==> config.mk <==
export PLATFORM = sky130hd
export DESIGN_NAME = freq_hop_scheduler
export DESIGN_NICKNAME = d
export VERILOG_FILES = /design/src/rtl/freq_hop_pkg.sv /design/src/rtl/freq_hop_scheduler_hop_table.sv /design/src/rtl/freq_hop_scheduler.sv
export SDC_FILE = /design/constraint.sdc
export NUM_CORES = 1
export LEC_CHECK = 0
export ABC_AREA = 1
export BUFFER_PORTS_ARGS = -buffer_cell sky130_fd_sc_hd__buf_4
export CORE_AREA = 2 2 234 236
export CTS_BUF_LIST = sky130_fd_sc_hd__clkbuf_4
export CTS_CLUSTER_DIAMETER = 40
export DETAILED_ROUTE_END_ITERATION = 8
export DIE_AREA = 0 0 236 238
export PLACE_DENSITY = 0.79
export SETUP_SLACK_MARGIN = 0.2
export SYNTH_ARGS = -nofsm -noshare
export SYNTH_HDL_FRONTEND = slang
export SYNTH_SLANG_ARGS = --single-unit
==> constraint.sdc <==
create_clock -name clock -period 3.35 [get_ports clock]
set_clock_uncertainty 0.2 [all_clocks]
set_input_delay 0.1675 -clock clock [delete_from_list [all_inputs] [get_ports clock]]
set_output_delay 0.1675 -clock clock [all_outputs]
set_load 0.01 [all_outputs]
==> src/rtl/freq_hop_pkg.sv <==
// freq_hop_pkg
//   Shared types for the frequency-hop scheduler.
//   state_t     : scheduler FSM states.
//   hop_entry_t : one table entry, a DDS phase increment plus its dwell count.
//                 The dwell field is sized for the widest supported dwell
//                 (DWELL_MAX_W); the scheduler zero-extends its DWELL_W-bit
//                 configuration value into it, so DWELL_W must not exceed it.
package freq_hop_pkg;

  localparam int DWELL_MAX_W = 32;

  typedef enum logic [1:0] {
    IDLE,
    SETTLE,
    DWELL
  } state_t;

  typedef struct packed {
    logic [15:0]            phase_inc;
    logic [DWELL_MAX_W-1:0] dwell;
  } hop_entry_t;

endpackage

==> src/rtl/freq_hop_scheduler_hop_table.sv <==
// hop_table
//   DEPTH x hop_entry_t register array, one synchronous write port and one
//   asynchronous read port.
//   clock   : write clock
//   we_i    : write enable
//   waddr_i : write address
//   wdata_i : entry to write
//   raddr_i : read address
//   rdata_o : entry at raddr_i (combinational)
module hop_table
  import freq_hop_pkg::*;
#(
  parameter int DEPTH = 16,
  parameter int AW    = $clog2(DEPTH)
) (
  input  logic          clock,
  input  logic          we_i,
  input  logic [AW-1:0] waddr_i,
  input  hop_entry_t    wdata_i,
  input  logic [AW-1:0] raddr_i,
  output hop_entry_t    rdata_o
);

  hop_entry_t mem_q [DEPTH];

  // NOTE: the array has no reset on purpose - a reset must leave the
  // programmed hop table intact, and an unreset array maps onto plain
  // register/RAM cells without a reset tree.
  always_ff @(posedge clock) begin
    if (we_i) begin
      mem_q[waddr_i] <= wdata_i;
    end
  end

  assign rdata_o = mem_q[raddr_i];

endmodule

==> src/rtl/freq_hop_scheduler.sv <==
// freq_hop_scheduler
//   Steps the frequency shifter's DDS phase increment through a programmed
//   hop table. Each hop spends SETTLE_CYCLES with out_valid low while the
//   shifter pipeline flushes, then max(dwell,1) cycles with out_valid high.
//   Ports:
//     clock, reset          : clock, asynchronous active-high reset
//     cfg_we/addr/phase_inc/dwell : table write port, accepted only when idle
//     cfg_last, cfg_loop    : last active entry and wrap mode, latched at start
//     start, stop           : sequence start / abort pulses (stop wins)
//     dds_phase_inc         : phase increment to the shifter
//     hop_index             : entry currently applied
//     hop_strobe            : pulse on each dds_phase_inc update
//     out_valid             : shifter output settled on the current hop
//     running               : sequencer not idle
//     done                  : pulse on natural end of a non-looping sequence
//     cfg_err               : pulse when a table write was rejected
//   All outputs are registered.
module freq_hop_scheduler
  import freq_hop_pkg::*;
#(
  parameter int TABLE_DEPTH   = 16,
  parameter int SETTLE_CYCLES = 12,
  parameter int DWELL_W       = 24,
  parameter int AW            = $clog2(TABLE_DEPTH)
) (
  input  logic               clock,
  input  logic               reset,
  input  logic               cfg_we,
  input  logic [AW-1:0]      cfg_addr,
  input  logic [15:0]        cfg_phase_inc,
  input  logic [DWELL_W-1:0] cfg_dwell,
  input  logic [AW-1:0]      cfg_last,
  input  logic               cfg_loop,
  input  logic               start,
  input  logic               stop,
  output logic [15:0]        dds_phase_inc,
  output logic [AW-1:0]      hop_index,
  output logic               hop_strobe,
  output logic               out_valid,
  output logic               running,
  output logic               done,
  output logic               cfg_err
);

  localparam logic [DWELL_MAX_W-1:0] SETTLE_LOAD = DWELL_MAX_W'(SETTLE_CYCLES - 1);

  state_t                 state_q, state_d;
  logic [DWELL_MAX_W-1:0] cnt_q, cnt_d;
  logic [AW-1:0]          idx_q, idx_d;
  logic [15:0]            inc_q, inc_d;
  logic [AW-1:0]          last_q, last_d;
  logic                   loop_q, loop_d;
  logic                   strobe_q, strobe_d;
  logic                   valid_q, valid_d;
  logic                   running_q, running_d;
  logic                   done_q, done_d;
  logic                   err_q, err_d;

  logic [AW-1:0] next_idx;
  logic [AW-1:0] rd_addr;
  hop_entry_t    wr_entry;
  hop_entry_t    rd_entry;

  // The single read port serves two purposes: in SETTLE it fetches the dwell
  // of the current hop, in IDLE/DWELL it fetches the entry about to be applied.
  assign next_idx = (idx_q == last_q) ? '0 : AW'(idx_q + 1'b1);
  assign rd_addr  = (state_q == IDLE)   ? '0    :
                    (state_q == SETTLE) ? idx_q : next_idx;

  assign wr_entry.phase_inc = cfg_phase_inc;
  assign wr_entry.dwell     = DWELL_MAX_W'(cfg_dwell);

  hop_table #(
    .DEPTH (TABLE_DEPTH),
    .AW    (AW)
  ) u_table (
    .clock   (clock),
    .we_i    (cfg_we && (state_q == IDLE)),
    .waddr_i (cfg_addr),
    .wdata_i (wr_entry),
    .raddr_i (rd_addr),
    .rdata_o (rd_entry)
  );

  // NOTE: every signal written here gets a default first, so no path can
  // leave one unassigned and infer a latch.
  always_comb begin
    state_d  = state_q;
    cnt_d    = cnt_q;
    idx_d    = idx_q;
    inc_d    = inc_q;
    last_d   = last_q;
    loop_d   = loop_q;
    strobe_d = 1'b0;
    done_d   = 1'b0;
    err_d    = cfg_we && (state_q != IDLE);

    case (state_q)
      IDLE: begin
        if (start && !stop) begin
          last_d   = cfg_last;
          loop_d   = cfg_loop;
          idx_d    = '0;
          inc_d    = rd_entry.phase_inc;
          strobe_d = 1'b1;
          cnt_d    = SETTLE_LOAD;
          state_d  = SETTLE;
        end
      end
      SETTLE: begin
        if (stop) begin
          state_d = IDLE;
        end else if (cnt_q == '0) begin
          // A zero dwell is stretched to one valid cycle.
          cnt_d   = (rd_entry.dwell == '0) ? '0 : rd_entry.dwell - 1'b1;
          state_d = DWELL;
        end else begin
          cnt_d = cnt_q - 1'b1;
        end
      end
      DWELL: begin
        if (stop) begin
          state_d = IDLE;
        end else if (cnt_q == '0) begin
          if ((idx_q != last_q) || loop_q) begin
            idx_d    = next_idx;
            inc_d    = rd_entry.phase_inc;
            strobe_d = 1'b1;
            cnt_d    = SETTLE_LOAD;
            state_d  = SETTLE;
          end else begin
            done_d  = 1'b1;
            state_d = IDLE;
          end
        end else begin
          cnt_d = cnt_q - 1'b1;
        end
      end
      default: state_d = IDLE;
    endcase

    valid_d   = (state_d == DWELL);
    running_d = (state_d != IDLE);
  end

  // NOTE: sequential state uses non-blocking assignments only, so every
  // register samples the pre-edge value of the others.
  always_ff @(posedge clock or posedge reset) begin
    if (reset) begin
      state_q   <= IDLE;
      cnt_q     <= '0;
      idx_q     <= '0;
      inc_q     <= '0;
      last_q    <= '0;
      loop_q    <= 1'b0;
      strobe_q  <= 1'b0;
      valid_q   <= 1'b0;
      running_q <= 1'b0;
      done_q    <= 1'b0;
      err_q     <= 1'b0;
    end else begin
      state_q   <= state_d;
      cnt_q     <= cnt_d;
      idx_q     <= idx_d;
      inc_q     <= inc_d;
      last_q    <= last_d;
      loop_q    <= loop_d;
      strobe_q  <= strobe_d;
      valid_q   <= valid_d;
      running_q <= running_d;
      done_q    <= done_d;
      err_q     <= err_d;
    end
  end

  assign dds_phase_inc = inc_q;
  assign hop_index     = idx_q;
  assign hop_strobe    = strobe_q;
  assign out_valid     = valid_q;
  assign running       = running_q;
  assign done          = done_q;
  assign cfg_err       = err_q;

endmodule

==> run metrics <==
via count 26000; Buffers on Ports 78; Final Instance Area 40800 um^2; Detail Route Antenna Nets 0; first-pass GRT wire length 141 mm; Clk pin slew, worst setup/hold paths 0.07 ns; Die X ~240 um; Placed Instances ~3700; Slew HR 0.493; max cap viols 0; clk buf depth 3; Routed wire per std cell 24.1 um; Crit-path slowest cell dfrtp_2; status finished, violations left; fin crit share 1.08; CP Class reg2reg; max frequency 277 MHz; pwr dens 805 nW/um^2; Starting DRT DRC Count 3524; worst vdd ir 0.000560 V; r2r setup slk -0.26 ns; GP Congestion 0.921; largest net degree at the start of global routing 77; CP Launch Point hop_index[0]$_DFFE_PP0P_; Crit path max-delay family simple AND/OR/NAND/NOR gates; root buf cell clkbuf_4; pre-CTS setup slack -0.279 ns; CTS H-Tree Depth 4; crit end category register; Req. time, crit path 4.02 ns; worst-path fanout max 15; CP max stage delay 0.41 ns; worst setup path end cnt_q[0]$_DFFE_PP0P_; Remaining DRCs 1; Cells after Synth 2824; Unique masters post-synth 47; Nets about 3400; CTS tree built; Post-DP HPWL about 50 mm; Post-Syn Area around 31000 um^2; clock sink count 704; RSZ-0062 raised after global routing yes; Pins Over Slew Limit 0; Area after DPL 34400 um^2; type of the most critical hold path in2async; most frequent cells in the layout edfxtp_1, nand2_1, nand3_1; share of cells above drive strength 1 0.273; DRT Wirelength 101 mm; worst r2r src hop_index[0]$_DFFE_PP0P_; DR vias/cell 6.18; post-layout power 32.8 mW; GRT overflow 0; number of global-route vias before repair 25200; Hold Fails Final Rpt 0; clock buffer count from CTS 174; r2r endpoint cnt_q[0]$_DFFE_PP0P_; DIE AREA 56200 um^2; Stages on worst setup path 20; Clk Latency, worst-skew pair 1.04 ns; drt pass-1 iters 9; crit path buf inv count 5; Worst setup SP type register; worst slew pin tran 0.760 ns; commonest non-fill, non-tap cell in the layout edfxtp_1; setup ws final -0.258 ns; violated checks DRC, setup timing; sequential share of the synthesized area 0.666; Top-Level Pins 79; Final min period 3.61 ns; Most Frequent Cell on Critical Path nand2_2; area of the core 53500 um^2; synthesized area per cell 11.1 um^2; crit path DAT 4.28 ns; static leakage approximately 17 nW; endpoints failing setup 32; cells on worst reg2reg path 20; area grow syn2layout 30.5%; Syn Nets a little under 3000; synth warn 0; global-route usage over all layers 0.331; initial antenna violation count 1; Die Y 238 um; Finished Layout Cells approximately 4200; Seq cells post-synth 704; row count 85; Initial Utilization 0.584; crit path cell chain inv_2 > buf_4 > o31ai_4 > nand3_2 > nand2_1 > nand2_2 > nor2_4 > clkinv_4 > buf_12 > buf_16 > nand3_1 > nand2_2 > nor2_1 > nand2_2 > nor2_2 > nand3_4 > nand2_2 > nand2_2 > a21oi_2 > a21oi_2
==> logic make-up (layout without fill, tap and decap cells) <==
| logic type | count (synthesis) | in the layout | share of synthesized area |
|---|---|---|---|
| AO/OA/AOI/OAI | 246 | 246 | 0.0470 |
| XOR/XNOR | 34 | 34 | 0.00953 |
| adder cells (fa/ha/maj) | 9 | 9 | 0.00360 |
| buffers and inverters | 448 | 1129 | 0.0608 |
| flip-flops | 704 | 704 | 0.666 |
| multiplexers | 49 | 49 | 0.0164 |
| other | 0 | 5 | 0 |
| AND/OR/NAND/NOR | 1334 | 1337 | 0.196 |
==> state kept, by name (all words and copies together), names as in the netlist <==
name / flops
last_q: 4
running: 1
state_q: 2
loop_q: 1
hop_strobe: 1
cnt_q: 32
done: 1
u_table.mem_q: 640
hop_index: 4
dds_phase_inc: 16
out_valid: 1
cfg_err: 1
==> through the flow <==
step,hold slack [ns],setup TNS (ns),util
after floorplan,0.0664,-10.74,-
after global placement,0.128,-3.45,0.642
after detailed placement,0.139,-6.48,0.642
after CTS,0.0828,0,0.729
after global routing,0.217,-8.03,0.762
final,0.224,-5.01,0.762
==> power breakdown <==
group / leakage (nW) / total (mW) / switching [mW] / internal [mW]
Combinational: 8.57 / 15.3 / 8.76 / 6.52
Sequential: 6.59 / 10.1 / 0.184 / 9.93
Clock: 1.34 / 7.42 / 3.55 / 3.87
==> final cells by class <==
class / instances / area, um^2
Inverter: 295 / 1150
Fill cell: 3026 / 12700
Tap cell: 696 / 871
Multi-Input combinational cell: 1675 / 9720
Timing Repair Buffer: 533 / 5940
Antenna cell: 5 / 12.5
Clock buffer: 262 / 1970
Clock inverter: 39 / 283
Sequential cell: 704 / 20800
==> cells in the mapped netlist, drive strengths merged <==
library cell | count | area share
edfxtp | 640 | 0.61
nand2 | 505 | 0.062
nand3 | 395 | 0.064
inv | 292 | 0.035
nor2 | 267 | 0.033
o21ai | 134 | 0.022
nand3b | 123 | 0.030
buf | 94 | 0.018
dfrtp | 64 | 0.051
clkbuf | 59 | 0.0071
o22ai | 37 | 0.0074
mux2i | 32 | 0.010
xor2 | 29 | 0.0081
nor3 | 25 | 0.0042
o221ai | 21 | 0.0059
a21oi | 19 | 0.0032
mux2 | 17 | 0.0061
o32ai | 14 | 0.0039
ha | 9 | 0.0036
nand4 | 9 | 0.0018
o211ai | 8 | 0.0019
nor4 | 5 | 0.0014
or2 | 5 | 0.0010
xnor2 | 5 | 0.0014
o21bai | 4 | 0.00096
o31ai | 4 | 0.00096
clkinv | 3 | 0.00036
a211oi | 1 | 0.00024
a21boi | 1 | 0.00024
a2bb2oi | 1 | 0.00028
a31oi | 1 | 0.00020
o2111ai | 1 | 0.00028
==> worst register-to-register path: cells and delay by family (launching register included) <==
kind	cells	cell delay (ns)
and+or+nand+nor	12	1.62
AOI/OAI and AO/OA	3	0.60
DFF	1	0.41
buffers and inverters	5	0.66
==> what timing repair did <==
| action | in CTS | in global routing |
|---|---|---|
| setup endpoints to repair | 46 | 54 |
| cloned | 19 | 19 |
| hold buffers | 111 | 0 |
| resized for setup | 128 | 236 |
| setup buffers | 29 | 52 |
| hold endpoints to repair | 1408 | 0 |
| pin swaps | 29 | 84 |
==> worst min-delay path by stage <==
stage / depth (start not counted) / from / slack [ns] / end
6_report: 4 / reset / 0.22 / dds_phase_inc[4]$_DFFE_PP0P_
5_1_grt: 4 / reset / 0.22 / dds_phase_inc[8]$_DFFE_PP0P_
4_1_cts: 6 / start / 0.08 / hop_strobe$_DFF_PP0_
3_5_place_dp: 2 / reset / 0.14 / dds_phase_inc[8]$_DFFE_PP0P_
3_3_place_gp: 2 / reset / 0.13 / dds_phase_inc[8]$_DFFE_PP0P_
2_1_floorplan: 0 / cfg_dwell[0] / 0.07 / u_table.mem_q[0][0]$_DFFE_PP_
==> routing by layer <==
layer | share of wire | up-vias | global-route usage | wire [um]
met2 | 0.48 | 2045 | 0.551 | 48800
met5 | 0 | - | 0 | 0
met1 | 0.34 | 12400 | 0.407 | 34400
li1 | - | 11000 | - | -
met4 | 0.066 | 0 | 0.185 | 6660
met3 | 0.11 | 534 | 0.0684 | 11500
Note: power is estimated with default switching activity, not from simulation.
